**src/rtl/uart_cmd_ctrl.sv**
```systemverilog
// Command sequencer: parses A5/CMD/ARG/CHK frames from the UART RX stream,
// updates LED / seven-segment registers and returns a one-byte response.
module uart_cmd_ctrl #(
  parameter int TIMEOUT_CYCLES = 100000,
  parameter int CNT_W          = 17
) (
  input  logic       clk,
  input  logic       rst,
  input  logic [7:0] rx_data,
  input  logic       rx_valid,
  output logic [7:0] tx_data,
  output logic       tx_valid,
  input  logic       tx_ready,
  output logic [7:0] led,
  output logic [3:0] seg_digit,
  output logic       seg_en,
  output logic [7:0] err_count,
  output logic       busy
);

  localparam logic [7:0] HDR = 8'hA5;
  localparam logic [7:0] ACK = 8'h06;
  localparam logic [7:0] NAK = 8'h15;
  localparam logic [7:0] OP_SET_DIGIT = 8'h01;
  localparam logic [7:0] OP_SET_LED   = 8'h02;
  localparam logic [7:0] OP_GET_LED   = 8'h03;
  localparam logic [7:0] OP_CLR_ERR   = 8'h04;
  localparam logic [CNT_W-1:0] CNT_LAST = CNT_W'(TIMEOUT_CYCLES - 1);

  typedef enum logic [2:0] {
    IDLE    = 3'd0,
    GOT_HDR = 3'd1,
    GOT_CMD = 3'd2,
    GOT_ARG = 3'd3,
    RESP    = 3'd4
  } state_t;

  state_t           state_q, state_d;
  logic [CNT_W-1:0] cnt_q, cnt_d;
  logic [7:0]       cmd_q, cmd_d;
  logic [7:0]       arg_q, arg_d;
  logic [7:0]       led_q, led_d;
  logic [3:0]       seg_digit_q, seg_digit_d;
  logic             seg_en_q, seg_en_d;
  logic [7:0]       err_q, err_d;
  logic [7:0]       tx_data_q, tx_data_d;
  logic             tx_valid_q, tx_valid_d;
  logic             err_inc, err_clr;

  always_comb begin
    state_d     = state_q;
    cnt_d       = cnt_q;
    cmd_d       = cmd_q;
    arg_d       = arg_q;
    led_d       = led_q;
    seg_digit_d = seg_digit_q;
    seg_en_d    = seg_en_q;
    tx_data_d   = tx_data_q;
    tx_valid_d  = tx_valid_q;
    err_inc     = 1'b0;
    err_clr     = 1'b0;

    case (state_q)
      IDLE: begin
        cnt_d = '0;
        if (rx_valid && rx_data == HDR) state_d = GOT_HDR;
      end
      GOT_HDR, GOT_CMD, GOT_ARG: begin
        // An arriving byte beats the timeout in the expiry cycle.
        if (rx_valid) begin
          cnt_d = '0;
          if (state_q == GOT_HDR) begin
            cmd_d   = rx_data;
            state_d = GOT_CMD;
          end else if (state_q == GOT_CMD) begin
            arg_d   = rx_data;
            state_d = GOT_ARG;
          end else begin
            state_d    = RESP;
            tx_valid_d = 1'b1;
            tx_data_d  = NAK;
            if (rx_data != (cmd_q ^ arg_q)) begin
              err_inc = 1'b1;
            end else begin
              case (cmd_q)
                OP_SET_DIGIT: begin
                  seg_digit_d = arg_q[3:0];
                  seg_en_d    = arg_q[7];
                  tx_data_d   = ACK;
                end
                OP_SET_LED: begin
                  led_d     = arg_q;
                  tx_data_d = ACK;
                end
                OP_GET_LED: tx_data_d = led_q;
                OP_CLR_ERR: begin
                  err_clr   = 1'b1;
                  tx_data_d = ACK;
                end
                default: err_inc = 1'b1;
              endcase
            end
          end
        end else if (cnt_q == CNT_LAST) begin
          cnt_d   = '0;
          state_d = IDLE;
          err_inc = 1'b1;
        end else begin
          cnt_d = cnt_q + 1'b1;
        end
      end
      RESP: begin
        cnt_d = '0;
        if (tx_ready) begin
          tx_valid_d = 1'b0;
          state_d    = IDLE;
        end
      end
      default: state_d = IDLE;
    endcase

    err_d = err_q;
    if (err_clr)                      err_d = 8'h00;
    else if (err_inc && err_q != 8'hFF) err_d = err_q + 8'h01;
  end

  always_ff @(posedge clk) begin
    if (rst) begin
      state_q     <= IDLE;
      cnt_q       <= '0;
      cmd_q       <= 8'h00;
      arg_q       <= 8'h00;
      led_q       <= 8'h00;
      seg_digit_q <= 4'h0;
      seg_en_q    <= 1'b0;
      err_q       <= 8'h00;
      tx_data_q   <= 8'h00;
      tx_valid_q  <= 1'b0;
    end else begin
      state_q     <= state_d;
      cnt_q       <= cnt_d;
      cmd_q       <= cmd_d;
      arg_q       <= arg_d;
      led_q       <= led_d;
      seg_digit_q <= seg_digit_d;
      seg_en_q    <= seg_en_d;
      err_q       <= err_d;
      tx_data_q   <= tx_data_d;
      tx_valid_q  <= tx_valid_d;
    end
  end

  assign tx_data   = tx_data_q;
  assign tx_valid  = tx_valid_q;
  assign led       = led_q;
  assign seg_digit = seg_digit_q;
  assign seg_en    = seg_en_q;
  assign err_count = err_q;
  assign busy      = (state_q != IDLE);

endmodule

```
**config.mk**
```make
export PLATFORM = sky130hd
export DESIGN_NAME = uart_cmd_ctrl
export DESIGN_NICKNAME = d
export VERILOG_FILES = /design/src/rtl/uart_cmd_ctrl.sv
export SDC_FILE = /design/constraint.sdc
export NUM_CORES = 1
export LEC_CHECK = 0
export CAP_MARGIN = 25
export CORE_MARGIN = 10
export CORE_UTILIZATION = 41
export CTS_CLUSTER_SIZE = 28
export DETAILED_ROUTE_END_ITERATION = 16
export GPL_ROUTABILITY_DRIVEN = 0
export HOLD_SLACK_MARGIN = 0.02
export PLACE_DENSITY = 0.67
export SETUP_SLACK_MARGIN = 0.2
export SLEW_MARGIN = 10
export SYNTH_ARGS = -nofsm -noshare
export SYNTH_HDL_FRONTEND = slang
export SYNTH_SLANG_ARGS = --single-unit
```
**constraint.sdc**
```tcl
create_clock -name clk -period 5.6 [get_ports clk]
set_input_delay 0.56 -clock clk [delete_from_list [all_inputs] [get_ports clk]]
set_output_delay 0.56 -clock clk [all_outputs]
set_load 0.01 [all_outputs]
```
==> results of run 1 <==
==> cell usage in the layout (no fill, tap or decap), drive strengths merged, types with 5 or more instances in the layout <==
master and count:
nor3 13, mux2i 13, a22oi 5, xnor3 8, a21oi 40, xnor2 5, nand4 7, a311oi 6
nand3 11, dfxtp 66, o21ai 12, clkdlybuf4s50 41, clkbuf 9, nand2 50, or4 6, nor2 50
==> flip-flops by register name, summed over array words and instances (netlist names) <==
| register | count |
|---|---|
| arg_q | 8 |
| cmd_q | 8 |
| cnt_q | 17 |
| err_count | 8 |
| led | 8 |
| seg_digit | 4 |
| seg_en | 1 |
| state_q | 3 |
| tx_data | 8 |
| tx_valid | 1 |
==> cells by family (layout without fill, tap and decap cells) <==
family | count (synthesis) | count (layout) | synth area share (%)
XOR/XNOR | 16 | 16 | 7.92
adder cells (fa/ha/maj) | 2 | 2 | 0.792
flip-flops | 66 | 66 | 41.8
AO/OA/AOI/OAI | 79 | 79 | 15.4
buffers and inverters | 25 | 63 | 3.21
multiplexers | 13 | 13 | 4.12
AND/OR/NAND/NOR | 167 | 167 | 26.7
==> worst max-delay path, cell delays in order <==
cell	delay, ns
clkdlybuf4s50_1	0.73
nand3_1	0.38
nor3_1	0.55
and4b_1	0.59
mux2i_1	0.25
nor2_1	0.06
==> final timing paths <==
path                    from          to  slack [ns]  cells after the start
hold reg to reg   tx_data[1]  tx_data[1]        0.47                      2
setup / recovery    rx_valid      led[2]        2.70                      6
hold / removal    tx_data[1]  tx_data[1]        0.47                      2
setup reg to reg  state_q[1]      led[2]        2.97                      6
==> power groups by stage <==
stage / Sequential (uW) / Combinational [uW] / Clock [uW]
floorplan: 503 / 139 / 0
global placement: 518 / 171 / 0
detailed placement: 519 / 174 / 0
CTS: 508 / 174 / 372
global route: 511 / 197 / 394
finish: 509 / 175 / 362
==> cells in the mapped netlist (all sizes together) (5+ instances only) <==
library cell and n:
a21oi 40, a22oi 5, a311oi 6, buf 5, clkbuf 17, dfxtp 66
mux2i 13, nand2 50, nand3 11, nand4 7, nor2 50, nor3 13
o21ai 12, or4 6, xnor2 5, xnor3 8
==> through the flow <==
stage          setup slack [ns]  instances  area [sq um]
2_1_floorplan              3.42        368          3160
3_3_place_gp               2.46        488          3620
3_5_place_dp               2.33        488          3620
4_1_cts                    2.70        504          3800
5_1_grt                    2.51        505          3830
6_report                   2.70        505          3830
==> area by class of cell <==
| type | count | area (sq um) | area share (%) |
|---|---|---|---|
| inverter | 3 | 11.3 | 0.294 |
| sequential | 66 | 1320 | 34.5 |
| timing repair buffer | 44 | 450 | 11.8 |
| clock inverter | 7 | 53.8 | 1.41 |
| multi-input combinational | 277 | 1740 | 45.5 |
| clock buffer | 9 | 124 | 3.24 |
| tap | 99 | 124 | 3.24 |
==> layer usage <==
layer / vias to the layer above / GRT usage (%)
met5: - / 0
met4: 0 / 4.87
met3: 9 / 6.05
met2: 80 / 20.8
met1: 1326 / 16.6
li1: 1389 / -
==> results.sh, run 1 <==
export IMPL_io_pins=43
export IMPL_synth_area_leaders="dfxtp_1, a21oi_1, nand2_1"
export IMPL_antenna_found_initial=0
export IMPL_core_sq_um=7370
export IMPL_drc_errors=0
export IMPL_cts_hold_buf=0
export IMPL_synth_top_cell_area_share_pct=41.8
export IMPL_ys_seq_elements=66
export IMPL_fin_crit_ns=2.90
export IMPL_syn_area_per_cell_sq_um=8.59
export IMPL_cts_sinks=66
export IMPL_relSlewSlack_pct=42.6
export IMPL_gr_usage_all_layers_pct=13.6
export IMPL_p_total_uw=1050
export IMPL_die_w_microns=108
export IMPL_critical_path_class="in2reg"
export IMPL_leakage_uw=0.00131
export IMPL_clkTransAtPathRegs_ns=0.08
export IMPL_final_hold_violation_count=0
export IMPL_comb_power_share_pct=16.7
export IMPL_final_net_count=415
export IMPL_clk_latency_ns=0.35
export IMPL_first_pass_iters=4
export IMPL_cp_arrival_ns=3.12
export IMPL_yosys_most_used_dff="dfxtp_1"
export IMPL_drv_cap=0
export IMPL_htree_levels=3
export IMPL_max_freq_mhz=345
export IMPL_cts_made_buffers=9
export IMPL_cp_data_required_time_ns=5.82
export IMPL_syn_area_sq_um=3160
export IMPL_crit_fanout=12
export IMPL_drt_wirelength_per_cell_microns=15.3
export IMPL_synthesis_nets=382
export IMPL_period_share_pct=51.8
export IMPL_cts_root_buffer="clkbuf_8"
export IMPL_syn_inst=368
export IMPL_yosysWarnings=0
export IMPL_start_util_pct=42.9
export IMPL_wl_met2_microns=3460
export IMPL_power_sequential_fraction_pct=48.6
export IMPL_p_clk_share_pct=34.6
export IMPL_fin_tns_setup_ns=0
export IMPL_p_int_uw=724
export IMPL_grt_pass1_vias=2627
export IMPL_initialDrtViolationCount=173
export IMPL_io_buffers=42
export IMPL_grt_pass1_wl_microns=12900
export IMPL_final_core_util_pct=51.9
export IMPL_synthArstFlopShare_pct=0
export IMPL_post_cts_buffers=0
export IMPL_hold_path_class="reg2reg"
export IMPL_num_vias=2804
export IMPL_grt_max_degree=60
export IMPL_cts_resized=0
export IMPL_cts_tree="done"
export IMPL_met1_length_microns=3500
export IMPL_switching_share_pct=30.8
export IMPL_cp_end_kind="flop"
export IMPL_rows=31
export IMPL_critPathLaunchType="input port"
export IMPL_routed_top_layer="met4"
export IMPL_ir_drop_uv=137
export IMPL_diodes=0
export IMPL_synth_top_area_cell="dfxtp_1"
export IMPL_dieArea_sq_um=11600
export IMPL_ant_nets=0
export IMPL_worstMarginPinSlew_ns=0.855
export IMPL_yosys_cell_types_count=48
export IMPL_met3_length_microns=641
export IMPL_grt_setup_unrepaired="false"
export IMPL_drt_wl_total_microns=7710
export IMPL_status="finished, final reports clean"
export IMPL_viasPerCell=5.55
export IMPL_power_density_nw_per_um2=273
export IMPL_drive_above_1_share_pct=6.40
export IMPL_overflow=0
export IMPL_cts_path_max_buffers=2
export IMPL_p_sw_uw=322
export IMPL_dpl_hpwl_microns=5490
export IMPL_synthToLayoutAreaGrowth_pct=21.1
export IMPL_nFillCells=702
export IMPL_setup_viol=0
export IMPL_hold_ws_ns=0.474
export IMPL_synth_edf_count=0
export IMPL_die_h_microns=108
export IMPL_maxSlewViolCount=0
export IMPL_skew_ns=0.00997
export IMPL_seq_area_frac_synth_pct=41.8
(Power assumes the default switching activity.)
==> inputs of run 2 (changes only) <==
--- a/config.mk
+++ b/config.mk
@@ -12,7 +12,7 @@
 export DETAILED_ROUTE_END_ITERATION = 16
 export GPL_ROUTABILITY_DRIVEN = 0
 export HOLD_SLACK_MARGIN = 0.02
-export PLACE_DENSITY = 0.67
+export PLACE_DENSITY = 0.69
 export SETUP_SLACK_MARGIN = 0.2
 export SLEW_MARGIN = 10
 export SYNTH_ARGS = -nofsm -noshare
==> constraint.sdc (replaced) <==
create_clock -name clk -period 2.4 [get_ports clk]
set_input_delay 0.24 -clock clk [delete_from_list [all_inputs] [get_ports clk]]
set_output_delay 0.24 -clock clk [all_outputs]
set_load 0.01 [all_outputs]
==> run 2 against run 1 <==
Against the previous run:
- non-clock buffer count up 30
- wire length up 5.5%
- cell area up 10%
==> results.sh, run 2 (synthesis gave the netlist of run 1 again) <==
export IMPL_fin_crit_ns=2.30
export IMPL_cts_sinks=66
export IMPL_dp_worst_setup_slack_ns=-0.0157
export IMPL_antenna_found_initial=0
export IMPL_clk_latency_ns=0.34
export IMPL_leakage_uw=0.00150
export IMPL_cts_hold_buf=0
export IMPL_power_sequential_fraction_pct=42.7
export IMPL_drive_above_1_share_pct=17.9
export IMPL_nFillCells=633
export IMPL_overflow=0
export IMPL_htree_levels=3
export IMPL_first_pass_iters=4
export IMPL_die_w_microns=108
export IMPL_cp_arrival_ns=2.56
export IMPL_layout_common_cells="dfxtp_1, nand2_1, nor2_1"
export IMPL_die_h_microns=108
export IMPL_hold_path_class="in2reg"
export IMPL_drt_wirelength_per_cell_microns=15.2
export IMPL_grt_pass1_wl_microns=13500
export IMPL_largest_register_ff_count=17
export IMPL_switching_share_pct=28.4
export IMPL_cts_made_buffers=9
export IMPL_setup_viol=0
export IMPL_status="finished, final reports clean"
export IMPL_cp_data_required_time_ns=2.67
export IMPL_top_register="cnt_q"
export IMPL_crit_fanout=11
export IMPL_core_sq_um=7370
export IMPL_drt_wl_total_microns=8130
export IMPL_comb_power_share_pct=19.0
export IMPL_ir_drop_uv=297
export IMPL_final_core_util_pct=57.1
export IMPL_drv_cap=0
export IMPL_diodes=0
export IMPL_critical_path_class="reg2reg"
export IMPL_cp_end_kind="flop"
export IMPL_relSlewSlack_pct=51.3
export IMPL_synthToLayoutAreaGrowth_pct=33.2
export IMPL_io_pins=43
export IMPL_clkTransAtPathRegs_ns=0.08
export IMPL_io_buffers=42
export IMPL_grt_setup_unrepaired="true"
export IMPL_dpl_hpwl_microns=5780
export IMPL_gr_usage_all_layers_pct=14.1
export IMPL_initialDrtViolationCount=235
export IMPL_timing_final_ws_setup_ns=0.103
export IMPL_max_freq_mhz=435
export IMPL_grt_pass1_vias=2747
export IMPL_power_density_nw_per_um2=652
export IMPL_cts_tree="done"
export IMPL_grt_max_degree=39
export IMPL_drc_errors=0
export IMPL_period_share_pct=95.7
export IMPL_worstMarginPinSlew_ns=0.731
export IMPL_start_util_pct=42.9
export IMPL_p_sw_uw=778
export IMPL_final_hold_violation_count=0
export IMPL_cts_path_max_buffers=2
export IMPL_ant_nets=0
export IMPL_dieArea_sq_um=11600
export IMPL_cts_root_buffer="clkbuf_8"
export IMPL_critPathLaunchType="flop"
export IMPL_p_int_uw=1970
export IMPL_num_vias=2863
export IMPL_rows=31
export IMPL_final_net_count=445
export IMPL_final_common_cell="dfxtp_1"
export IMPL_skew_ns=0.0115
export IMPL_maxSlewViolCount=0
export IMPL_viasPerCell=5.35
export IMPL_p_clk_share_pct=38.3
## run 2: changes by cell type in the layout (fill, tap and decap cells not counted), sizes merged
cell      change
buf          +30
bufinv        +2
clkinvlp      -2
## run 2: worst max-delay path, stage by stage, from the launching register on
cell and delay [ns]:
dfxtp_2 0.34, ha_2 0.20, nand4_1 0.19, nor4_4 0.07, buf_4 0.16, or4_2 0.59, buf_6 0.18, or3_1 0.35
a21oi_1 0.14
## run 2: cell type report
type	instances	area [sq um]	share of cell area (%)
multi-input combinational	277	1850	44.1
tap	99	124	2.94
clock buffer	9	124	2.94
inverter	3	11.3	0.268
clock inverter	7	103	2.44
timing repair buffer	74	663	15.8
sequential	66	1330	31.6
## run 2: through the flow
| stage | TNS [ns] | cell area (sq um) | total power (uW) | hold slack (ns) | instances |
|---|---|---|---|---|---|
| 3_5_place_dp | -0.0196 | 3780 | 1660 | 0.460 | 509 |
| 6_report | 0 | 4210 | 2740 | 0.438 | 535 |
| 5_1_grt | 0 | 4210 | 2880 | 0.477 | 535 |
| 4_1_cts | 0 | 4030 | 2720 | 0.428 | 527 |
| 2_1_floorplan | 0 | 3160 | 1500 | 0.330 | 368 |
| 3_3_place_gp | -0.0412 | 3780 | 1650 | 0.439 | 509 |
## run 2: power by group through the flow
stage               registers (uW)  clock network, uW  logic (uW)
CTS                           1170               1070         472
finish                        1170               1050         522
floorplan                     1170                  0         323
detailed placement            1200                  0         464
global placement              1190                  0         461
global route                  1180               1120         580
## run 2: final timing paths
kind | startpoint | end | slack (ns) | cells past startpoint
max | cnt_q[0] | cnt_q[15] | 0.10 | 8
min | rst | led[3] | 0.44 | 2
max reg2reg | cnt_q[0] | cnt_q[15] | 0.10 | 8
min reg2reg | tx_data[1] | tx_data[1] | 0.47 | 2
## run 2: per-layer routing
| metal | wire, microns | vias up | part of all wire [%] | GRT usage [%] |
|---|---|---|---|---|
| li1 | - | 1442 | - | - |
| met1 | 3710 | 1345 | 46 | 18.6 |
| met2 | 3690 | 69 | 45 | 20.9 |
| met3 | 630 | 7 | 7.8 | 4.37 |
| met4 | 102 | 0 | 1.3 | 5.82 |
| met5 | 0 | - | 0 | 0 |
## run 2: timing repair
| item | CTS | global route |
|---|---|---|
| setup endpoints to repair | 15 | 30 |
| buffers inserted | 2 | 7 |
| pin swaps | 0 | 6 |
| hold endpoints to repair | 0 | 0 |
| resized for setup | 2 | 29 |
